### src/rtl/alu_arbiter_if.sv
// Handshake and datapath signals between two requesters, the arbiter and a shared ALU.
// The slave modport is the arbiter's view; master is the environment's view.
interface alu_arbiter_if #(
  parameter int N = 32
);
  logic         req0_valid;
  logic         req1_valid;
  logic         req0_ready;
  logic         req1_ready;
  logic [N-1:0] req0_x;
  logic [N-1:0] req0_y;
  logic [N-1:0] req1_x;
  logic [N-1:0] req1_y;
  logic [3:0]   req0_op;
  logic [3:0]   req1_op;
  logic [N-1:0] alu_x;
  logic [N-1:0] alu_y;
  logic [3:0]   alu_op;
  logic [N-1:0] alu_z;
  logic         alu_zero;
  logic         rsp0_valid;
  logic         rsp1_valid;
  logic         rsp0_ready;
  logic         rsp1_ready;
  logic [N-1:0] rsp_z;
  logic         rsp_zero;

  modport slave (
    input  req0_valid, req1_valid, req0_x, req0_y, req1_x, req1_y, req0_op, req1_op,
    input  alu_z, alu_zero, rsp0_ready, rsp1_ready,
    output req0_ready, req1_ready, alu_x, alu_y, alu_op,
    output rsp0_valid, rsp1_valid, rsp_z, rsp_zero
  );

  modport master (
    output req0_valid, req1_valid, req0_x, req0_y, req1_x, req1_y, req0_op, req1_op,
    output alu_z, alu_zero, rsp0_ready, rsp1_ready,
    input  req0_ready, req1_ready, alu_x, alu_y, alu_op,
    input  rsp0_valid, rsp1_valid, rsp_z, rsp_zero
  );
endinterface

### src/rtl/alu_arbiter.sv
// Round-robin arbiter sharing one combinational ALU between two requesters.
// Each operation takes IDLE -> EXEC -> RESP, holding the result until the granted requester consumes it.
module alu_arbiter #(
  parameter int N = 32
) (
  input  logic          clk,
  input  logic          reset,
  alu_arbiter_if.slave  bus
);

  typedef enum logic [1:0] {IDLE, EXEC, RESP} state_t;

  state_t       state;
  state_t       state_next;
  logic         ptr;
  logic         gnt;
  logic         sel;
  logic         accept;
  logic         rsp_ready_g;
  logic [N-1:0] x_r;
  logic [N-1:0] y_r;
  logic [3:0]   op_r;
  logic [N-1:0] z_r;
  logic         zero_r;

  // Under contention the requester that did not win last time gets the grant.
  always_comb begin
    sel = 1'b0;
    if (bus.req0_valid && bus.req1_valid) sel = ~ptr;
    else if (bus.req1_valid)              sel = 1'b1;
  end

  assign accept      = (state == IDLE) && !reset && (bus.req0_valid || bus.req1_valid);
  assign rsp_ready_g = gnt ? bus.rsp1_ready : bus.rsp0_ready;

  always_comb begin
    state_next = state;
    unique case (state)
      IDLE:    if (accept) state_next = EXEC;
      EXEC:    state_next = RESP;
      RESP:    if (rsp_ready_g) state_next = IDLE;
      default: state_next = IDLE;
    endcase
  end

  always_ff @(posedge clk) begin
    if (reset) begin
      state  <= IDLE;
      ptr    <= 1'b1;
      gnt    <= 1'b0;
      x_r    <= '0;
      y_r    <= '0;
      op_r   <= '0;
      z_r    <= '0;
      zero_r <= 1'b0;
    end else begin
      state <= state_next;
      if (accept) begin
        ptr  <= sel;
        gnt  <= sel;
        x_r  <= sel ? bus.req1_x  : bus.req0_x;
        y_r  <= sel ? bus.req1_y  : bus.req0_y;
        op_r <= sel ? bus.req1_op : bus.req0_op;
      end
      if (state == EXEC) begin
        z_r    <= bus.alu_z;
        zero_r <= bus.alu_zero;
      end
    end
  end

  assign bus.req0_ready = accept && !sel;
  assign bus.req1_ready = accept &&  sel;
  assign bus.alu_x      = x_r;
  assign bus.alu_y      = y_r;
  assign bus.alu_op     = op_r;
  assign bus.rsp_z      = z_r;
  assign bus.rsp_zero   = zero_r;
  assign bus.rsp0_valid = (state == RESP) && !gnt;
  assign bus.rsp1_valid = (state == RESP) &&  gnt;

endmodule

### src/flat_wrapper.sv
// flat-port wrapper written by rule: the top's interface ports become plain ports
module alu_arbiter_flat 
#(
  parameter int N = 32
)
  (clk, reset, bus_req0_valid, bus_req1_valid, bus_req0_x, bus_req0_y, bus_req1_x, bus_req1_y, bus_req0_op, bus_req1_op, bus_alu_z, bus_alu_zero, bus_rsp0_ready, bus_rsp1_ready, bus_req0_ready, bus_req1_ready, bus_alu_x, bus_alu_y, bus_alu_op, bus_rsp0_valid, bus_rsp1_valid, bus_rsp_z, bus_rsp_zero);
  alu_arbiter_if #(.N(N)) bus_i ();
  input  logic clk;
  input  logic reset;
  input wire logic [$bits(bus_i.req0_valid)-1:0] bus_req0_valid;
  input wire logic [$bits(bus_i.req1_valid)-1:0] bus_req1_valid;
  input wire logic [$bits(bus_i.req0_x)-1:0] bus_req0_x;
  input wire logic [$bits(bus_i.req0_y)-1:0] bus_req0_y;
  input wire logic [$bits(bus_i.req1_x)-1:0] bus_req1_x;
  input wire logic [$bits(bus_i.req1_y)-1:0] bus_req1_y;
  input wire logic [$bits(bus_i.req0_op)-1:0] bus_req0_op;
  input wire logic [$bits(bus_i.req1_op)-1:0] bus_req1_op;
  input wire logic [$bits(bus_i.alu_z)-1:0] bus_alu_z;
  input wire logic [$bits(bus_i.alu_zero)-1:0] bus_alu_zero;
  input wire logic [$bits(bus_i.rsp0_ready)-1:0] bus_rsp0_ready;
  input wire logic [$bits(bus_i.rsp1_ready)-1:0] bus_rsp1_ready;
  output wire logic [$bits(bus_i.req0_ready)-1:0] bus_req0_ready;
  output wire logic [$bits(bus_i.req1_ready)-1:0] bus_req1_ready;
  output wire logic [$bits(bus_i.alu_x)-1:0] bus_alu_x;
  output wire logic [$bits(bus_i.alu_y)-1:0] bus_alu_y;
  output wire logic [$bits(bus_i.alu_op)-1:0] bus_alu_op;
  output wire logic [$bits(bus_i.rsp0_valid)-1:0] bus_rsp0_valid;
  output wire logic [$bits(bus_i.rsp1_valid)-1:0] bus_rsp1_valid;
  output wire logic [$bits(bus_i.rsp_z)-1:0] bus_rsp_z;
  output wire logic [$bits(bus_i.rsp_zero)-1:0] bus_rsp_zero;
  assign bus_i.req0_valid = bus_req0_valid;
  assign bus_i.req1_valid = bus_req1_valid;
  assign bus_i.req0_x = bus_req0_x;
  assign bus_i.req0_y = bus_req0_y;
  assign bus_i.req1_x = bus_req1_x;
  assign bus_i.req1_y = bus_req1_y;
  assign bus_i.req0_op = bus_req0_op;
  assign bus_i.req1_op = bus_req1_op;
  assign bus_i.alu_z = bus_alu_z;
  assign bus_i.alu_zero = bus_alu_zero;
  assign bus_i.rsp0_ready = bus_rsp0_ready;
  assign bus_i.rsp1_ready = bus_rsp1_ready;
  assign bus_req0_ready = bus_i.req0_ready;
  assign bus_req1_ready = bus_i.req1_ready;
  assign bus_alu_x = bus_i.alu_x;
  assign bus_alu_y = bus_i.alu_y;
  assign bus_alu_op = bus_i.alu_op;
  assign bus_rsp0_valid = bus_i.rsp0_valid;
  assign bus_rsp1_valid = bus_i.rsp1_valid;
  assign bus_rsp_z = bus_i.rsp_z;
  assign bus_rsp_zero = bus_i.rsp_zero;
  alu_arbiter #(.N(N)) u_core (.clk(clk), .reset(reset), .bus(bus_i));
endmodule
### config.mk
export PLATFORM = sky130hd
export DESIGN_NAME = alu_arbiter_flat
export DESIGN_NICKNAME = d
export VERILOG_FILES = /design/src/rtl/alu_arbiter_if.sv /design/src/rtl/alu_arbiter.sv /design/src/flat_wrapper.sv
export SDC_FILE = /design/constraint.sdc
export NUM_CORES = 1
export LEC_CHECK = 0
export ABC_AREA = 1
export ABC_CLOCK_PERIOD_IN_PS = 1900
export CORE_UTILIZATION = 26
export CTS_CLUSTER_DIAMETER = 100
export CTS_CLUSTER_SIZE = 10
export DETAILED_ROUTE_END_ITERATION = 10
export PLACE_DENSITY = 0.61
export REMOVE_ABC_BUFFERS = 1
export SYNTH_ARGS = -nofsm -noshare
export SYNTH_HDL_FRONTEND = slang
export SYNTH_SLANG_ARGS = --single-unit
### constraint.sdc
create_clock -name clk -period 1.9 [get_ports clk]
set_input_delay 0.285 -clock clk [delete_from_list [all_inputs] [get_ports clk]]
set_output_delay 0.285 -clock clk [all_outputs]
set_load 0.01 [all_outputs]
* Yosys cells after proc, flatten, opt, wreduce, memory -nomap -nowiden
Index checks and enable logic that the tools add are counted.
Operators by class: equality and inequality tests 4, multiplexer cells 9, bitwise gates (word level) 1, reductions and logical operators 13
Operators by type and width (number):
- $mux 32 | 2
- $logic_and 1x1->1 | 7
- $pmux 2 s3 | 1
- $mux 2 | 2
- $mux 4 | 1
- $ne 2x1->1 const B | 2
- $logic_not 1->1 | 3
- $mux 1 | 3
- $eq 2x1->1 const B | 1
- $eq 2x2->1 const B | 1
- $logic_not 2->1 | 1
- $reduce_and 2->1 | 1
- $logic_or 1x1->1 | 1
- $not 1->1 | 1
Word-level totals: register bits 105, bits of input ports 175, output and inout port bits 105, logic and storage cells 35

* Longest topological paths before layout
Gate-level depths: netlist of run 1.
depth in word-level cells 5, depth in mapped cells 8, depth with buffers taken out 6

* Worst setup path after synthesis of run 1
No wires, ideal clock.
path kind in2out, from input reset, to output bus_req1_ready, arrival 1032 ps, data required time 1615 ps, path slack 583 ps, cell stages on the path 7, path buffers 2, cell sequence buf_2 clkinv_2 nand2_2 nor2_4 buf_4 nand2_1 inv_1
On the way: cells in the longest elaborated chain, start to end 4
Ends and longest elaborated chain:
- start, declared | line flat_wrapper.sv:9 | input logic reset;
- $logic_not 1->1 | line alu_arbiter.sv:33 | assign accept = (state == IDLE) && !reset && (bus.req0_valid || bus.req1_valid);
- $logic_and 1x1->1 (2 in series) | line alu_arbiter.sv:33
- $logic_and 1x1->1 | line alu_arbiter.sv:73 | assign bus.req1_ready = accept && sel;
- end, declared | line flat_wrapper.sv:23 | output wire logic [$bits(bus_i.req1_ready)-1:0] bus_req1_ready;
Every way passes these cells.

* Worst setup path after layout of run 1
from register u_core.y_r[5] (netlist: u_core.bus.alu_y[5]), to output bus_alu_y[5]
RTL lines:
- start, declared | line alu_arbiter.sv:21 | logic [N-1:0] y_r;
- start signal, assigned | line alu_arbiter.sv:62 | y_r <= sel ? bus.req1_y : bus.req0_y;
- end, declared | line flat_wrapper.sv:25 | output wire logic [$bits(bus_i.alu_y)-1:0] bus_alu_y;
No word-level cell between the ends.

==> results of run 1 <==
==> registers in the layout (all words and copies together), names as in the netlist <==
signal and flops:
u_core.bus.alu_op 4, u_core.bus.alu_x 32, u_core.bus.alu_y 32, u_core.bus.rsp_z 32
u_core.bus.rsp_zero 1, u_core.gnt 1, u_core.ptr 1, u_core.state 2
==> layer usage <==
metal	GRT usage, %	up-vias	wire length, µm
met2	30.23	208	7752
li1	-	2724	-
met4	6.055	2	227
met1	19.48	2292	6656
met5	0	-	13
met3	6.435	17	1598
==> metrics by stage <==
step / util, % / setup TNS (ns) / setup slack, ns / total power [mW] / instances
global route: 45.83 / 0 / 0.2255 / 6.308 / 1182
detailed placement: 43.96 / -0.2140 / -0.09308 / 4.069 / 1169
CTS: 45.73 / -0.06946 / -0.06946 / 6.065 / 1182
global placement: 43.96 / -0.1231 / -0.07690 / 4.061 / 1169
finish: 45.83 / 0 / 0.3269 / 5.983 / 1182
floorplan: - / -15.12 / -0.4380 / 3.083 / 641
==> layout by cell type, fill, tap and decap left out, drive strengths merged <==
master / synthesis / final
buf: 34 / 26
clkdlybuf4s50: 0 / 272
a21oi: 70 / 70
dlygate4sd2: 0 / 1
clkinv: 1 / 1
dfxtp: 105 / 105
bufinv: 0 / 2
nor2: 73 / 73
inv: 7 / 7
dlymetal6s2s: 0 / 4
nand2: 281 / 281
nand3: 71 / 71
o21ai: 33 / 33
clkbuf: 19 / 10
clkinvlp: 0 / 1
==> report_power, final <==
group	internal (mW)	switching, mW
clock network	1.17	0.814
registers	2.38	0.0872
logic	0.836	0.700
total	4.38	1.60
==> how the worst min path moves through the flow <==
stage                     cells after the start  slack (ns)                   end            startpoint
final                                         5        0.43  u_core.bus.alu_y[18]        bus_req1_valid
after detailed placement                      2        0.45  u_core.bus.alu_y[15]  u_core.bus.alu_y[15]
after global placement                        2        0.45   u_core.bus.alu_y[7]   u_core.bus.alu_y[7]
after CTS                                     5        0.44  u_core.bus.alu_y[18]        bus_req1_valid
after global routing                          5        0.47  u_core.bus.alu_y[18]        bus_req1_valid
after floorplan                               1        0.35  u_core.bus.alu_op[0]                 reset
==> layout make-up <==
class | instances | area [µm²] | share of cell area [%]
timing repair buffer | 303 | 2997 | 37.67
multi-input combinational | 528 | 2235 | 28.09
clock buffer | 10 | 239.0 | 3.005
tap | 225 | 281.5 | 3.539
inverter | 8 | 31.28 | 0.3933
clock inverter | 3 | 67.56 | 0.8495
sequential | 105 | 2103 | 26.44
==> cells by family after synthesis <==
group / count (synthesis)
flip-flops: 105
AO/OA/AOI/OAI: 103
AND/OR/NAND/NOR: 425
buffers and inverters: 61
==> timing repair <==
action	in CTS	in global routing
hold buffers	0	0
endpoints found under the setup margin	2	4
gates cloned	0	0
setup buffers	0	0
resized for setup	2	6
==> results.cfg, run 1 <==
[status]
status = completed

[route]
remaining_drc_errors = 0
detailroute.via_count = 5243
postRouteAntennaNets = 0
routed_wl_um = 16250
drt-pass1-iter-count = 6
detail_route.wl_per_cell_um = 13.75
first_iter_violations = 191
viasPerCell = 4.436

[synth]
yosys.area.top_type = sky130_fd_sc_hd__dfxtp_1
synthTopCellsByArea = sky130_fd_sc_hd__dfxtp_1, sky130_fd_sc_hd__nand2_1, sky130_fd_sc_hd__a21oi_1
synth_top_family_by_area = simple AND/OR/NAND/NOR gates
synth_ff_type = sky130_fd_sc_hd__dfxtp_1
synth_edf_count = 0
ys_types = 17
synth_async_sr_flop_share_pct = 0
synth_largest_type_area_fraction_pct = 45.47
synth_warnings = 0
synth.mux.area_fraction_pct = 0
synth_area_per_cell_um2 = 6.662
synth_adder_area_share_pct = 0
synth-compound-area-share_pct = 11.15
most_used_standard_cells_in_the_synthesized_netlist = sky130_fd_sc_hd__nand2_1, sky130_fd_sc_hd__dfxtp_1, sky130_fd_sc_hd__nor2_1, sky130_fd_sc_hd__a21oi_1, sky130_fd_sc_hd__nand3_1
synth-simple-area-share_pct = 37.02
post_synth_xor_area_fraction_pct = 0
synth.cell_area_um2 = 4623
cell_count_after_synthesis = 694
seq_area_frac_synth_pct = 45.47
register_bit_total_from_synthesis = 105
yosys.cell_count.top_type = sky130_fd_sc_hd__nand2_1

[setup_path]
worst_reg2reg_setup_slack_ns = 0.42
worstPathMaxFanout = 2
required_ns = 1.62
end_kind = primary output
reg2reg_from = u_core.state[0]
critical_path.startpoint = u_core.bus.alu_y[5]
cp_slowest_cell = sky130_fd_sc_hd__clkdlybuf4s50_1
worstPathCellList = clkdlybuf4s50_1
rr_worst_depth = 7
worstReg2RegEnd = u_core.bus.alu_y[22]
cp_num_cells = 1
worst_setup_path_endpoint = bus_alu_y[5]
arrival_ns = 1.29
critical_path_buf_inv_count = 1
critical-path-top-delay-family = buffers and inverters
element_type_at_the_critical_path_start = register
setup.worst_path.class = register to primary output
critical_path.max_stage_delay_ns = 0.61

[die]
initial_utilization_pct = 26.64
die-area_um2 = 18320
placeable_core_area_um2 = 17360
io_pins = 280
num_rows = 48
die_width_um = 135.3
die_height_um = 135.3

[sta]
final_hold_viol_count = 0
final-setup-viol-count = 0
period_needed_ns = 1.573
relSlewSlack_pct = 48.38
worst_clock_skew_ns = 0.007881
max_slew.worst_pin.slew_ns = 0.7744
grt_setup_unrepaired = no
layout_worst_path_cycle_share_pct = 82.80
timing_max_transition_violations_final = 0
worst_hold_slack_ns = 0.4337
max_freq_mhz = 635.7

[global_routing]
globalRoute.totalOverflow = 0
grt_pass1_vias = 4704
global_route.usage.total_pct = 17.43
grt_start_max_net_pins = 71
wire_length_of_the_first_global_routing_pass_um = 24520
antenna_found_initial = 1

[layout]
antenna_cells = 0
fillerInstances = 1821
fin_nets = 1130
flow.area_growth_from_synthesis_pct = 72.04
final_cell_area_um2 = 7954
post_route_cells_drive_above_1_share_pct = 5.225

[clocking]
cts_tree = done
worstSkewPairLatency_ns = 0.35
cts.path.max_buffers = 2
worst_setup_hold_path_clk_slew_ns = 0.07
cts_num_sinks = 105
cts_root_buffer = sky130_fd_sc_hd__clkbuf_16
num_cts_buffers = 9
ctsHtreeMaxLevel = 3

[placement]
port_buffers = 279
routabilityCongestion = 0.7549
post_dp_cell_area_um2 = 7630
hpwlAfterDp_um = 12080

[worst_hold_path]
min_path_type = input pin to register

[power]
pleak_nw = 3.278
pwr_density_cell_nw_per_um2 = 752.2
vdd_ir_drop_max_v = 0.0004836

[flow_run]
max-cap-violations = 0
No activity file was read; power rests on OpenSTA's default activity.
==> inputs of run 2 (changes only) <==
- ABC_CLOCK_PERIOD_IN_PS: 1900 -> 1400
- PLACE_DENSITY: 0.61 -> 0.63
- clock period: 1.9 -> 1.4 ns (I/O delays scaled with it)
==> run 2 against run 1 <==
The run now ends with setup timing left; via count grew 2.7%; critical path depth grew 5; global-route usage grew 1.2 points; clock power grew 34%; sequential share of layout area is essentially flat; wire length grew 5.2%; design area grew 0.13%; combinational power grew 31%; die area is the same; worst hold slack gained 0.0064 ns; core utilization grew 0.058 points.
==> results.cfg, run 2 (synthesis results as in run 1) <==
[setup_path]
arrival_ns = 1.19
worstPathMaxFanout = 2
setup.worst_path.class = register to primary output
end_kind = primary output
element_type_at_the_critical_path_start = register
rr_worst_depth = 7
reg2reg_from = u_core.state[1]
worstReg2RegEnd = u_core.bus.alu_x[26]
critical_path.startpoint = u_core.state[1]
required_ns = 1.19
worst_reg2reg_setup_slack_ns = 0.11

[clocking]
cts.path.max_buffers = 2
cts_root_buffer = sky130_fd_sc_hd__clkbuf_16
cts_tree = done
worst_setup_hold_path_clk_slew_ns = 0.07
worstSkewPairLatency_ns = 0.35
ctsHtreeMaxLevel = 3
num_cts_buffers = 9
cts_num_sinks = 105

[status]
violations_in_the_final_reports = setup timing
status = finished, violations left

[sta]
max_freq_mhz = 713.3
final-setup-viol-count = 1
relSlewSlack_pct = 68.44
final_worst_path_setup_slack_ns = -0.001911
worst_clock_skew_ns = 0.007412
timing_max_transition_violations_final = 0
grt_setup_unrepaired = yes
period_needed_ns = 1.402
max_slew.worst_pin.slew_ns = 0.4735
final_hold_viol_count = 0
layout_worst_path_cycle_share_pct = 100.1

[global_routing]
gr_met1_demand_resource_pct = 21.14
antenna_found_initial = 1
wire_length_of_the_first_global_routing_pass_um = 26340
grt-busiest-layer = met2
grt_pass1_vias = 4969
globalRoute.totalOverflow = 0
grt_start_max_net_pins = 49
global_route.usage.total_pct = 18.60
grt.met2_usage_pct = 32.59
gr-usage-met3_pct = 6.584

[power]
vdd_ir_drop_max_v = 0.0005222
pleak_nw = 3.705
fin_total_pwr_mw = 8.011
pwr_density_cell_nw_per_um2 = 1006

[layout]
finalCoreUtilization_pct = 45.88
fin_nets = 1137
layout.cells.most_common = sky130_fd_sc_hd__nand2_1
flow.area_growth_from_synthesis_pct = 72.26
antenna_cells = 0
layout_common_cells = sky130_fd_sc_hd__nand2_1, sky130_fd_sc_hd__clkdlybuf4s50_1, sky130_fd_sc_hd__dlygate4sd2_1, sky130_fd_sc_hd__dfxtp_1
instances_no_fill = 1192
post_route_cells_drive_above_1_share_pct = 7.135

[route]
drt-pass1-iter-count = 5
postRouteAntennaNets = 0
viasPerCell = 4.519
remaining_drc_errors = 0
detailroute.via_count = 5387
first_iter_violations = 146
routed_wl_um = 17090
detail_route.wl_per_cell_um = 14.34

[placement]
hpwlAfterDp_um = 12500
placedCellCount = 1173
port_buffers = 279
worst_slack_placed_ns = -0.4516
routabilityCongestion = 0.7847

[die]
placeable_core_area_um2 = 17360
initial_utilization_pct = 26.64
num_rows = 48
io_pins = 280
die-area_um2 = 18320
die_width_um = 135.3
die_height_um = 135.3

[worst_hold_path]
timing.hold.worst.start = reset
hold-path-endpoint = u_core.ptr
whs_path_depth = 4
min_path_type = input pin to register

[flow_run]
max-cap-violations = 0
run 2: changes by cell type in the layout (fill, tap and decap cells not counted), sizes merged:
cell	before	now
clkdlybuf4s50	272	171
clkinv	1	4
clkbuf	10	12
buf	26	36
dlygate4sd2	1	102
bufinv	2	1
dlymetal6s2s	4	0
run 2: timing repair:
| action | 4_1_cts | 5_1_grt |
|---|---|---|
| gates resized for setup | 128 | 4 |
| gates cloned | 0 | 1 |
| pin swaps | 2 | 3 |
| setup endpoints to repair | 129 | 33 |
| hold buffers | 0 | 0 |
| setup buffers | 1 | 1 |
run 2: layout make-up:
| class | instances | area, µm² |
|---|---|---|
| multi-input combinational | 528 | 2245 |
| sequential | 105 | 2106 |
| fill | 1806 | 9393 |
| clock buffer | 11 | 252.7 |
| inverter | 8 | 31.28 |
| tap | 225 | 281.5 |
| clock inverter | 5 | 63.81 |
| timing repair buffer | 310 | 2984 |
run 2: metrics by stage:
stage	TNS [ns]	instance area, µm²	hold slack (ns)
3_3_place_gp	-21.25	7710	0.4505
6_report	-0.001911	7964	0.4402
4_1_cts	-0.04508	7911	0.4372
3_5_place_dp	-22.80	7710	0.4546
5_1_grt	-0.2551	7964	0.4631
2_1_floorplan	-57.87	4360	0.2791
run 2: per-layer routing:
metal | vias to the layer above | part of all wire, %
met5 | - | 0.070
met4 | 2 | 1.2
met3 | 16 | 9.6
met2 | 206 | 48
met1 | 2411 | 41
li1 | 2752 | -
run 2: critical path, stage by stage (launching register included):
cell and delay, ns:
sky130_fd_sc_hd__dfxtp_2 0.34, sky130_fd_sc_hd__nor2_4 0.13, sky130_fd_sc_hd__nand2_2 0.07, sky130_fd_sc_hd__nor2_4 0.09
sky130_fd_sc_hd__nand2_2 0.05, sky130_fd_sc_hd__inv_1 0.04, sky130_fd_sc_hd__buf_2 0.12
run 2: power by group:
group	leakage (nW)	internal, mW	switching [mW]	total [mW]
Sequential	0.860	3.22	0.112	3.34
Combinational	2.69	1.04	0.984	2.02
Clock	0.152	1.50	1.16	2.65
Total	3.70	5.76	2.25	8.01
run 2: worst max-delay path by stage:
stage / to / depth (start not counted)
global route: bus_req1_ready / 6
detailed placement: bus_req0_ready / 6
global placement: bus_req0_ready / 6
floorplan: bus_req1_ready / 5
finish: bus_req1_ready / 6
CTS: bus_req1_ready / 6
==> inputs of run 3 (changes only) <==
- CORE_MARGIN: default -> 2
- SETUP_SLACK_MARGIN: default -> 0.05
==> run 3 against run 2 <==
The run still ends with setup timing left; power increased by 2.8%; design area increased by 3.6%; core utilization increased by 1.6 points; critical path type unchanged.
==> results.cfg, run 3 (synthesis results as in run 1) <==
[layout]
instances_no_fill = 1198
finalCoreUtilization_pct = 47.51
layout_common_cells = sky130_fd_sc_hd__nand2_1, sky130_fd_sc_hd__clkdlybuf4s50_1, sky130_fd_sc_hd__dfxtp_1
layout.cells.most_common = sky130_fd_sc_hd__nand2_1
fillerInstances = 1802
multi_input_area_um2 = 2288
post_route_cells_drive_above_1_share_pct = 8.941
seq_area_um2 = 2105
antenna_cells = 0
fin_nets = 1144
flow.area_growth_from_synthesis_pct = 78.38

[route]
remaining_drc_errors = 0
drt-pass1-iter-count = 4
postRouteAntennaNets = 0
first_iter_violations = 154
detailroute.via_count = 5406
detail_route.wl_per_cell_um = 15.47
viasPerCell = 4.513
routed_wl_um = 18540

[placement]
routabilityCongestion = 0.7761
placedCellCount = 1170
worst_slack_placed_ns = -0.4021
hpwlAfterDp_um = 12290
port_buffers = 279

[die]
die_width_um = 137.3
placeable_core_area_um2 = 17360
die-area_um2 = 18860
io_pins = 280
num_rows = 48
initial_utilization_pct = 26.64
die_height_um = 137.3

[sta]
layout_worst_path_cycle_share_pct = 104.3
max_slew.worst_pin.slew_ns = 0.3687
period_needed_ns = 1.461
max_freq_mhz = 684.7
tns_ns = -0.1971
final_hold_viol_count = 0
final-setup-viol-count = 18
final_worst_path_setup_slack_ns = -0.06058
worst_clock_skew_ns = 0.007381
timing_max_transition_violations_final = 0
grt_setup_unrepaired = yes
relSlewSlack_pct = 75.42

[power]
swShare_pct = 27.77
reg_power_share_pct = 40.5
pwr_density_cell_nw_per_um2 = 998.4
power.share.combinational_pct = 27.0
vdd_ir_drop_max_v = 0.0006208
clkPwrFrac_pct = 32.5
fin_total_pwr_mw = 8.233
pleak_nw = 3.808
total_switching_power_mw = 2.286
internal-power_mw = 5.947

[status]
violations_in_the_final_reports = setup timing
status = finished, violations left

[global_routing]
wire_length_of_the_first_global_routing_pass_um = 26540
gr_met1_demand_resource_pct = 21.59
grt_pass1_vias = 5019
grt_start_max_net_pins = 70
globalRoute.totalOverflow = 0
antenna_found_initial = 0
global_route.usage.total_pct = 18.35
grt.met2_usage_pct = 31.56
grt-busiest-layer = met2
gr-usage-met3_pct = 6.255

[setup_path]
required_ns = 1.19
end_kind = primary output
rr_worst_depth = 9
element_type_at_the_critical_path_start = register
setup.worst_path.class = register to primary output
arrival_ns = 1.25
worstPathMaxFanout = 2

[clocking]
cts.path.max_buffers = 2
cts_num_sinks = 105
cts_root_buffer = sky130_fd_sc_hd__clkbuf_16
worstSkewPairLatency_ns = 0.35
cts_tree = done
num_cts_buffers = 9
ctsHtreeMaxLevel = 3
worst_setup_hold_path_clk_slew_ns = 0.07

[worst_hold_path]
min_path_type = input pin to register
whs_path_depth = 3

[flow_run]
max-cap-violations = 0
[run 3: worst max-delay path: stages (launching register included)]
cell and delay (ns):
sky130_fd_sc_hd__dfxtp_2 0.32, sky130_fd_sc_hd__nor2_2 0.11, sky130_fd_sc_hd__buf_6 0.12, sky130_fd_sc_hd__nand2_4 0.04
sky130_fd_sc_hd__nor2_4 0.09, sky130_fd_sc_hd__nand2_2 0.06, sky130_fd_sc_hd__inv_2 0.06, sky130_fd_sc_hd__buf_6 0.10
[run 3: layer usage]
layer  share of wire [%]  vias to the layer above  wire [µm]
met5                   0                        -          0
met2                  47                      203       8797
met3                 9.4                       21       1743
met1                  41                     2420       7632
li1                    -                     2762          -
met4                 2.0                        0        363
[run 3: what timing repair did]
action                                  4_1_cts  5_1_grt
buffers inserted                              1        2
pin swaps                                     3        2
gates resized for setup                     129       24
hold buffers                                  0        0
endpoints found under the setup margin      131       72
gates cloned                                  3        7
[run 3: area by class of cell]
class / count / share of cell area, %
timing repair buffer: 317 / 39.17
multi-input combinational: 528 / 27.75
sequential: 105 / 25.52
tap: 225 / 3.414
clock buffer: 10 / 2.777
clock inverter: 5 / 0.9862
inverter: 8 / 0.3793
[run 3: final timing paths]
path,from,end,slack (ns)
min reg2reg,u_core.bus.alu_x[25],u_core.bus.alu_x[25],0.46
max reg2reg,u_core.state[0],u_core.bus.alu_y[22],-0.02
max,u_core.state[0],bus_req1_ready,-0.06
min,reset,u_core.bus.alu_op[2],0.21
[run 3: through the flow]
step | hold slack, ns | area [µm²]
2_1_floorplan | 0.2791 | 4360
3_3_place_gp | 0.4504 | 7712
3_5_place_dp | 0.4564 | 7712
4_1_cts | 0.1928 | 7996
5_1_grt | 0.2046 | 8247
6_report | 0.2073 | 8247
[run 3: power by group through the flow]
stage / clock network [mW] / registers [mW] / logic [mW]
after floorplan: 0 / 3.51 / 0.673
after global placement: 0 / 3.40 / 2.16
after detailed placement: 0 / 3.41 / 2.16
after CTS: 2.76 / 3.34 / 2.10
after global routing: 2.88 / 3.36 / 2.45
final: 2.67 / 3.33 / 2.22
